--- src/rtl/mem_bus_arbiter.sv ---
// mem_bus_arbiter: shares one wait-state memory bus between the fetch port and
// the load/store port. Load/store normally has priority because it belongs to
// the older instruction. A watchdog aborts a grant that never sees bus_ack_i.
// Optional build macro ARB_FAIR_EN: alternate the winner under contention
// (round robin) instead of fixed load/store-first priority.
//
// state  | meaning
// IDLE   | bus free; arbitrate between eligible requests
// I_BUSY | fetch access on the bus, waiting for bus_ack_i or watchdog expiry
// D_BUSY | load/store access on the bus, waiting for bus_ack_i or watchdog expiry
module mem_bus_arbiter #(
  parameter int TIMEOUT_CYC = 255,
  parameter int TO_W        = 8
) (
  input  logic        clk,
  input  logic        rst,
  input  logic        i_req_i,
  input  logic [31:0] i_addr_i,
  output logic [31:0] i_rdata_o,
  output logic        i_ack_o,
  input  logic        d_req_i,
  input  logic        d_we_i,
  input  logic [3:0]  d_sel_i,
  input  logic [31:0] d_addr_i,
  input  logic [31:0] d_wdata_i,
  output logic [31:0] d_rdata_o,
  output logic        d_ack_o,
  output logic        bus_req_o,
  output logic        bus_we_o,
  output logic [3:0]  bus_sel_o,
  output logic [31:0] bus_addr_o,
  output logic [31:0] bus_wdata_o,
  input  logic [31:0] bus_rdata_i,
  input  logic        bus_ack_i,
  output logic        bus_err_o,
  output logic        stallreq_o
);

  typedef enum logic [1:0] {
    IDLE   = 2'd0,
    I_BUSY = 2'd1,
    D_BUSY = 2'd2
  } state_t;

  // Watchdog fires at the edge that would make the busy-cycle count reach TIMEOUT_CYC.
  localparam logic [TO_W-1:0] TO_LAST = TO_W'(TIMEOUT_CYC - 1);

  state_t          state, state_nxt;
  logic [TO_W-1:0] wd_cnt;
  logic            i_elig, d_elig, d_first;
  logic            grant_i, grant_d, busy, to_hit;

`ifdef ARB_FAIR_EN
  logic last_d;  // 1 = load/store port was granted last, 0 = fetch port

  // Remember the last winner so contention alternates between the ports.
  always_ff @(posedge clk) begin
    if (rst) begin
      last_d <= 1'b0;
    end else if (grant_d) begin
      last_d <= 1'b1;
    end else if (grant_i) begin
      last_d <= 1'b0;
    end
  end

  assign d_first = ~last_d;
`else
  assign d_first = 1'b1;
`endif

  // State register.
  always_ff @(posedge clk) begin
    if (rst) begin
      state <= IDLE;
    end else begin
      state <= state_nxt;
    end
  end

  // Next-state logic: grant from IDLE, return to IDLE on ack or watchdog expiry.
  always_comb begin
    state_nxt = state;
    case (state)
      IDLE: begin
        if (grant_d) begin
          state_nxt = D_BUSY;
        end else if (grant_i) begin
          state_nxt = I_BUSY;
        end
      end
      I_BUSY, D_BUSY: begin
        if (bus_ack_i || to_hit) begin
          state_nxt = IDLE;
        end
      end
      default: state_nxt = IDLE;
    endcase
  end

  // Decode: eligibility, grant decisions, watchdog expiry and pipeline stall.
  always_comb begin
    // A port whose ack is pulsing this cycle is not eligible, so the completing
    // request cannot be granted a second time.
    i_elig     = i_req_i & ~i_ack_o;
    d_elig     = d_req_i & ~d_ack_o;
    grant_d    = (state == IDLE) & d_elig & (d_first | ~i_elig);
    grant_i    = (state == IDLE) & i_elig & ~grant_d;
    busy       = (state == I_BUSY) | (state == D_BUSY);
    to_hit     = (TIMEOUT_CYC != 0) && (wd_cnt == TO_LAST);
    stallreq_o = (i_req_i & ~i_ack_o) | (d_req_i & ~d_ack_o);
  end

  // Bus request registers, completion pulses, read data capture and watchdog.
  always_ff @(posedge clk) begin
    if (rst) begin
      bus_req_o   <= 1'b0;
      bus_we_o    <= 1'b0;
      bus_sel_o   <= 4'h0;
      bus_addr_o  <= 32'h0;
      bus_wdata_o <= 32'h0;
      i_rdata_o   <= 32'h0;
      d_rdata_o   <= 32'h0;
      i_ack_o     <= 1'b0;
      d_ack_o     <= 1'b0;
      bus_err_o   <= 1'b0;
      wd_cnt      <= '0;
    end else begin
      i_ack_o   <= 1'b0;
      d_ack_o   <= 1'b0;
      bus_err_o <= 1'b0;
      if (grant_i || grant_d) begin
        bus_req_o   <= 1'b1;
        bus_we_o    <= grant_d & d_we_i;
        bus_sel_o   <= grant_d ? d_sel_i : 4'hF;
        bus_addr_o  <= grant_d ? d_addr_i : i_addr_i;
        bus_wdata_o <= grant_d ? d_wdata_i : 32'h0;
        wd_cnt      <= '0;
      end else if (busy) begin
        if (bus_ack_i) begin
          // An ack on the expiry edge wins over the watchdog.
          bus_req_o <= 1'b0;
          if (state == D_BUSY) begin
            d_rdata_o <= bus_rdata_i;
            d_ack_o   <= 1'b1;
          end else begin
            i_rdata_o <= bus_rdata_i;
            i_ack_o   <= 1'b1;
          end
        end else if (to_hit) begin
          bus_req_o <= 1'b0;
          bus_err_o <= 1'b1;
          if (state == D_BUSY) begin
            d_rdata_o <= 32'h0;
            d_ack_o   <= 1'b1;
          end else begin
            i_rdata_o <= 32'h0;
            i_ack_o   <= 1'b1;
          end
        end else begin
          wd_cnt <= wd_cnt + 1'b1;
        end
      end
    end
  end

endmodule

--- config.mk ---
export PLATFORM = sky130hd
export DESIGN_NAME = mem_bus_arbiter
export DESIGN_NICKNAME = d
export VERILOG_FILES = /design/src/rtl/mem_bus_arbiter.sv
export SDC_FILE = /design/constraint.sdc
export NUM_CORES = 1
export LEC_CHECK = 0
export BUFFER_PORTS_ARGS = -buffer_cell sky130_fd_sc_hd__buf_4
export CORE_UTILIZATION = 52
export CTS_BUF_LIST = sky130_fd_sc_hd__clkbuf_4
export CTS_CLUSTER_DIAMETER = 200
export DETAILED_ROUTE_END_ITERATION = 7
export PLACE_DENSITY_LB_ADDON = 0.08
export SYNTH_ARGS = -nofsm -noshare
export SYNTH_HDL_FRONTEND = slang
export SYNTH_SLANG_ARGS = --single-unit
--- constraint.sdc ---
create_clock -name clk -period 4.7 [get_ports clk]
set_input_delay 0.705 -clock clk [delete_from_list [all_inputs] [get_ports clk]]
set_output_delay 0.705 -clock clk [all_outputs]
set_load 0.02 [all_outputs]
Word-level counts from Yosys, hierarchy flattened. Index checks and enable logic that the tools add are counted.

Flip-flop bits (word level): 147. Output and inout bits: 138. Logic and storage cells: 75.

Equal/unequal tests: 5. $add $sub $neg: 1. Reductions and logical operators: 15. Bitwise gates (word level): 16. Mux-type cells: 26.

Operators by type and width (number): 32-bit 2-to-1 mux (10); 1-bit 2-to-1 mux (11); 8-bit by 1-bit adder with 8-bit output (second input constant) (1); 8-bit == test (second input constant) (1); 1-bit inverter (8); 4-bit AND reduction (2); 1-bit AND (6); 2-bit 2-to-1 mux (3); 4-bit 2-to-1 mux (1); 2-bit one-hot mux with 2 select lines (1); 2-bit AND reduction (2); 2-bit nonzero test (2); 2-bit OR reduction (2); 4-bit OR reduction (1); 3-bit != test (second input constant) (1); 3-bit AND reduction (1); 3-bit nonzero test (1); 3-bit OR reduction (1); 2-bit by 1-bit == test with 1-bit output (second input constant) (1); 2-bit == test (second input constant) (1); 2-bit zero test (1); 1-bit logical OR (2); 2-bit != test (second input constant) (1); 1-bit OR (2).

Logic depth before layout (Yosys ltp).
Word-level depth: 8. Mapped depth: 9.

Worst setup path after synthesis. Ideal clock, no wire load.

Path kind: input to register. Start: input port d_req_i. End: register d_rdata_o[2]. Required time: 4.568 ns. Setup time: 0.132 ns. Buffers on the path: 4. Slack: 2.767 ns. Stages: 8. Arrival: 1.801 ns. Cells stage by stage: nor2b_1 -> buf_6 -> o21a_1 -> buf_4 -> buf_6 -> buf_6 -> o31ai_2 -> a21oi_1.

Longest elaborated chain between the ends: 7.

Ends and longest elaborated chain: start: declaration (line 21) `input logic d_req_i,`; 1-bit AND (*) (line 106) `d_elig = d_req_i & ~d_ack_o;`; 1-bit AND (*) (line 107) `grant_d = (state == IDLE) & d_elig & (d_first | ~i_elig);`; 1-bit inverter (line 108) `grant_i = (state == IDLE) & i_elig & ~grant_d;`; 1-bit AND (line 108); 1-bit logical OR (*) (line 132) `if (grant_i || grant_d) begin`; 1-bit inverter (no source line) (*); 4-bit AND reduction (no source line) (*); end signal: assignment (line 144) `d_rdata_o <= bus_rdata_i;`; end: declaration (line 26) `output logic [31:0] d_rdata_o,`.

Every way passes the cells marked *; elsewhere a longest branch is shown, timed or not. A chain may end at the register's enable or synchronous reset.

Worst setup path in the final report.
Start: register d_ack_o. End: register bus_we_o.

Longest elaborated chain between the ends: 6. Elaborated cells between the ends (all ways): 7. Classes of those cells: bitwise: 6; reduce/logical: 1.

Ends and longest elaborated chain: start: declaration (line 27) `output logic d_ack_o,`; start signal: assignment (line 125) `d_ack_o <= 1'b0;`; start signal: assignment (line 130) `d_ack_o <= 1'b0;`; start signal: assignment (line 145) `d_ack_o <= 1'b1;`; 1-bit inverter (*) (line 106); 1-bit AND (*) (line 106); 1-bit AND (*) (line 107); 1-bit inverter (line 108); 1-bit AND (line 108); 1-bit logical OR (line 132); end signal: assignment (line 134) `bus_we_o <= grant_d & d_we_i;`; end: declaration (line 29) `output logic bus_we_o,`.

Marked as above.

==> flow_metrics.py <==
metrics = {
    "clock_network": {
        "htreeDepth": 4,
        "clock-root-buffer": "clkbuf_4",
        "clk_latency_ns": 0.54,
        "clk_pin_slew_ns": 0.13,
        "cts_tree": "yes",
        "cts_buffers": 17,
        "cts_resized": 0,
        "cts_setup_buffers": 0,
        "cts_sinks": 147,
        "cts_hold_buf": 0,
        "clockBufferDepth": 2,
    },
    "timing": {
        "fin_skew_ns": 0.0197,
        "maxSlewHeadroom": 0.140,
        "max_freq_mhz": 344,
        "fin_crit_ns": 2.91,
        "rsz0062_at_grt": "false",
        "hold_viol": 0,
        "tns_ns": 0,
        "finalSetupViolations": 0,
        "worst_slew_pin_slew_ns": 1.29,
        "finalMaxSlewViolations": 0,
        "period_share": 0.619,
    },
    "critical_path": {
        "cp_data_required_time_ns": 5.18,
        "path_delay_family": "simple AND/OR/NAND/NOR gates",
        "path_common_cell": "buf_4",
        "reg2reg_from": "d_ack_o",
        "arrival_ns": 3.39,
        "timing.rr.end": "bus_we_o",
        "cp-end-kind": "register",
        "path_buf_inv": 2,
        "critPathMaxFanout": 38,
        "reg2regPathDepth": 6,
        "startpoint": "d_ack_o",
        "max_stage_delay_ns": 0.74,
        "crit_chain": "nor2b_2 > buf_4 > nand2_1 > nor2_2 > buf_4 > a22o_1",
        "cpMaxStageDelayCell": "nand2_1",
        "rrSetupSlack_ns": 1.79,
        "path_class": "reg -> reg",
        "startpoint_type": "register",
    },
    "finish": {
        "instances_no_fill": 1035,
        "num_antenna_cells": 0,
        "nets": 1025,
        "fin_area_sq_mm": 0.00822,
        "syn_to_final_growth_pct": 37.1,
        "drive_gt1_frac": 0.361,
        "fin_util": 0.746,
    },
    "placement": {
        "portBuffers": 275,
        "placedInstanceArea_sq_mm": 0.00795,
        "hpwlAfterDp_um": 12100,
        "gp_congestion": 0.878,
        "dp_cells": 1003,
    },
    "routing": {
        "dr.pass1.iters": 5,
        "num_vias": 6227,
        "wl_um": 18300,
        "wl_per_cell_um": 17.7,
        "drt_iter0_drc": 515,
        "viasPerCell": 6.02,
        "antenna_left": 0,
        "drc": 0,
    },
    "floorplanning": {
        "io_pins": 276,
        "start_util": 0.544,
        "die_w_um": 109,
        "die_y_um": 109,
        "die_area_sq_mm": 0.0120,
        "std_cell_rows": 38,
        "core_sq_mm": 0.0110,
    },
    "synthesis": {
        "syn_area_per_cell_sq_um": 9.09,
        "synth_seq_area_share": 0.490,
        "ys_ff_latch": 147,
        "postSynthCellCount": 660,
        "synth_edf_count": 0,
        "syn_area_sq_mm": 0.00600,
        "yosys_warnings": 0,
        "async_reset_ff_frac": 0,
        "syn_nets": 803,
        "ys.flop_type": "dfxtp_1",
        "synthDistinctLibCells": 38,
    },
    "pwr": {
        "leakagePower_uw": 0.00347,
        "ir_drop_v": 0.000244,
        "powerDensity_mw_per_mm2": 368,
        "p_total_uw": 3020,
    },
    "flow_run": {
        "drv_cap": 0,
    },
    "grt": {
        "grt_max_degree": 110,
        "antenna_found_initial": 0,
        "grt.overflow.total": 0,
        "grt_pass1_vias": 5683,
        "gr-usage-all-layers": 0.295,
        "grt_pass1_wl_um": 27700,
    },
    "min_path": {
        "min_path_type": "in -> reg",
        "min-delay-start": "d_wdata_i[29]",
        "min_path_cells": 2,
        "hold_end": "bus_wdata_o[29]",
    },
    "status": {
        "outcome": "finished clean",
    },
}
-- cells by family (layout without fill, tap and decap cells) --
group / after synthesis / after routing / share of synthesized area
compound gates: 208 / 208 / 0.246
simple gates: 207 / 207 / 0.175
flops: 147 / 147 / 0.490
buf+inv: 87 / 322 / 0.0694
xor+xnor: 6 / 6 / 0.00876
fa+ha+maj: 5 / 5 / 0.0104
-- worst reg2reg max path, cell delays in order, from the launching register on --
cell	delay (ns)
dfxtp_1	0.36
nor2b_2	0.54
buf_4	0.38
nand2_1	0.74
nor2_2	0.28
buf_4	0.37
a22o_1	0.20
-- final cells by class --
type	count	area, sq um
multi-input cells	426	2680
fillers	859	2810
flip-flops and latches	147	2940
clock inverters	14	138
repair buffers	284	2130
inverters	6	22.5
well taps	140	175
clock buffers	18	135
-- through the flow --
step	setup slack [ns]	hold WS [ns]
after floorplan	2.77	0.484
after global placement	1.41	0.455
after detailed placement	1.37	0.462
after CTS	1.80	0.325
after global routing	1.54	0.309
final	1.79	0.370
-- cells in the final DEF (no fill, tap or decap), types with 4 or more instances in the layout --
cell type and count:
buf_4 284, xor2_1 4, nand4_1 66, nand2_1 34, clkbuf_4 18, ha_1 5, a311oi_1 32, a21oi_1 67
clkinv_2 4, a22o_1 33, inv_1 6, nor2_1 49, dfxtp_1 147, nand3_1 34, o31ai_1 65, nor3_1 4
-- registers in the layout, summed over array words and instances (netlist names) --
signal,flops
state,2
bus_addr_o,32
bus_we_o,1
wd_cnt,8
bus_req_o,1
i_rdata_o,32
bus_err_o,1
i_ack_o,1
bus_wdata_o,32
bus_sel_o,4
d_ack_o,1
d_rdata_o,32
-- worst max-delay path by stage --
stage	to	slack [ns]	cells past startpoint
3_3_place_gp	bus_wdata_o[22]	1.41	7
4_1_cts	bus_we_o	1.80	6
5_1_grt	bus_wdata_o[17]	1.54	6
3_5_place_dp	bus_we_o	1.37	7
2_1_floorplan	d_rdata_o[2]	2.77	8
6_report	bus_we_o	1.79	6
-- synth_stat cells, types with 3 or more instances --
cell type    n  area share
a21oi_1     68       0.057
a22o_1      33       0.048
a311oi_1    32       0.047
buf_2       21       0.018
buf_4        7      0.0088
buf_6        5      0.0094
clkbuf_1    46       0.029
dfxtp_1    147        0.49
ha_1         5       0.010
inv_1        6      0.0038
nand2_1     34       0.021
nand2b_1     3      0.0031
nand3_1     34       0.028
nand4_1     66       0.069
nor2_1      51       0.032
nor2b_1      4      0.0042
nor3_1       4      0.0033
o31ai_1     65       0.081
xor2_1       4      0.0058
-- layer usage --
metal,vias to the layer above,global-route usage,routed length (um)
li1,2946,-,-
met1,2933,0.367,7480
met2,306,0.496,8900
met3,42,0.0735,1480
met4,0,0.105,456
met5,-,0,0
-- power by group --
group	switching, uW	leakage [uW]	internal [uW]
sequential	56.5	0.00120	1350
clock	457	0.000147	319
combinational	533	0.00212	312
total	1050	0.00347	1980
(Power assumes the default switching activity.)
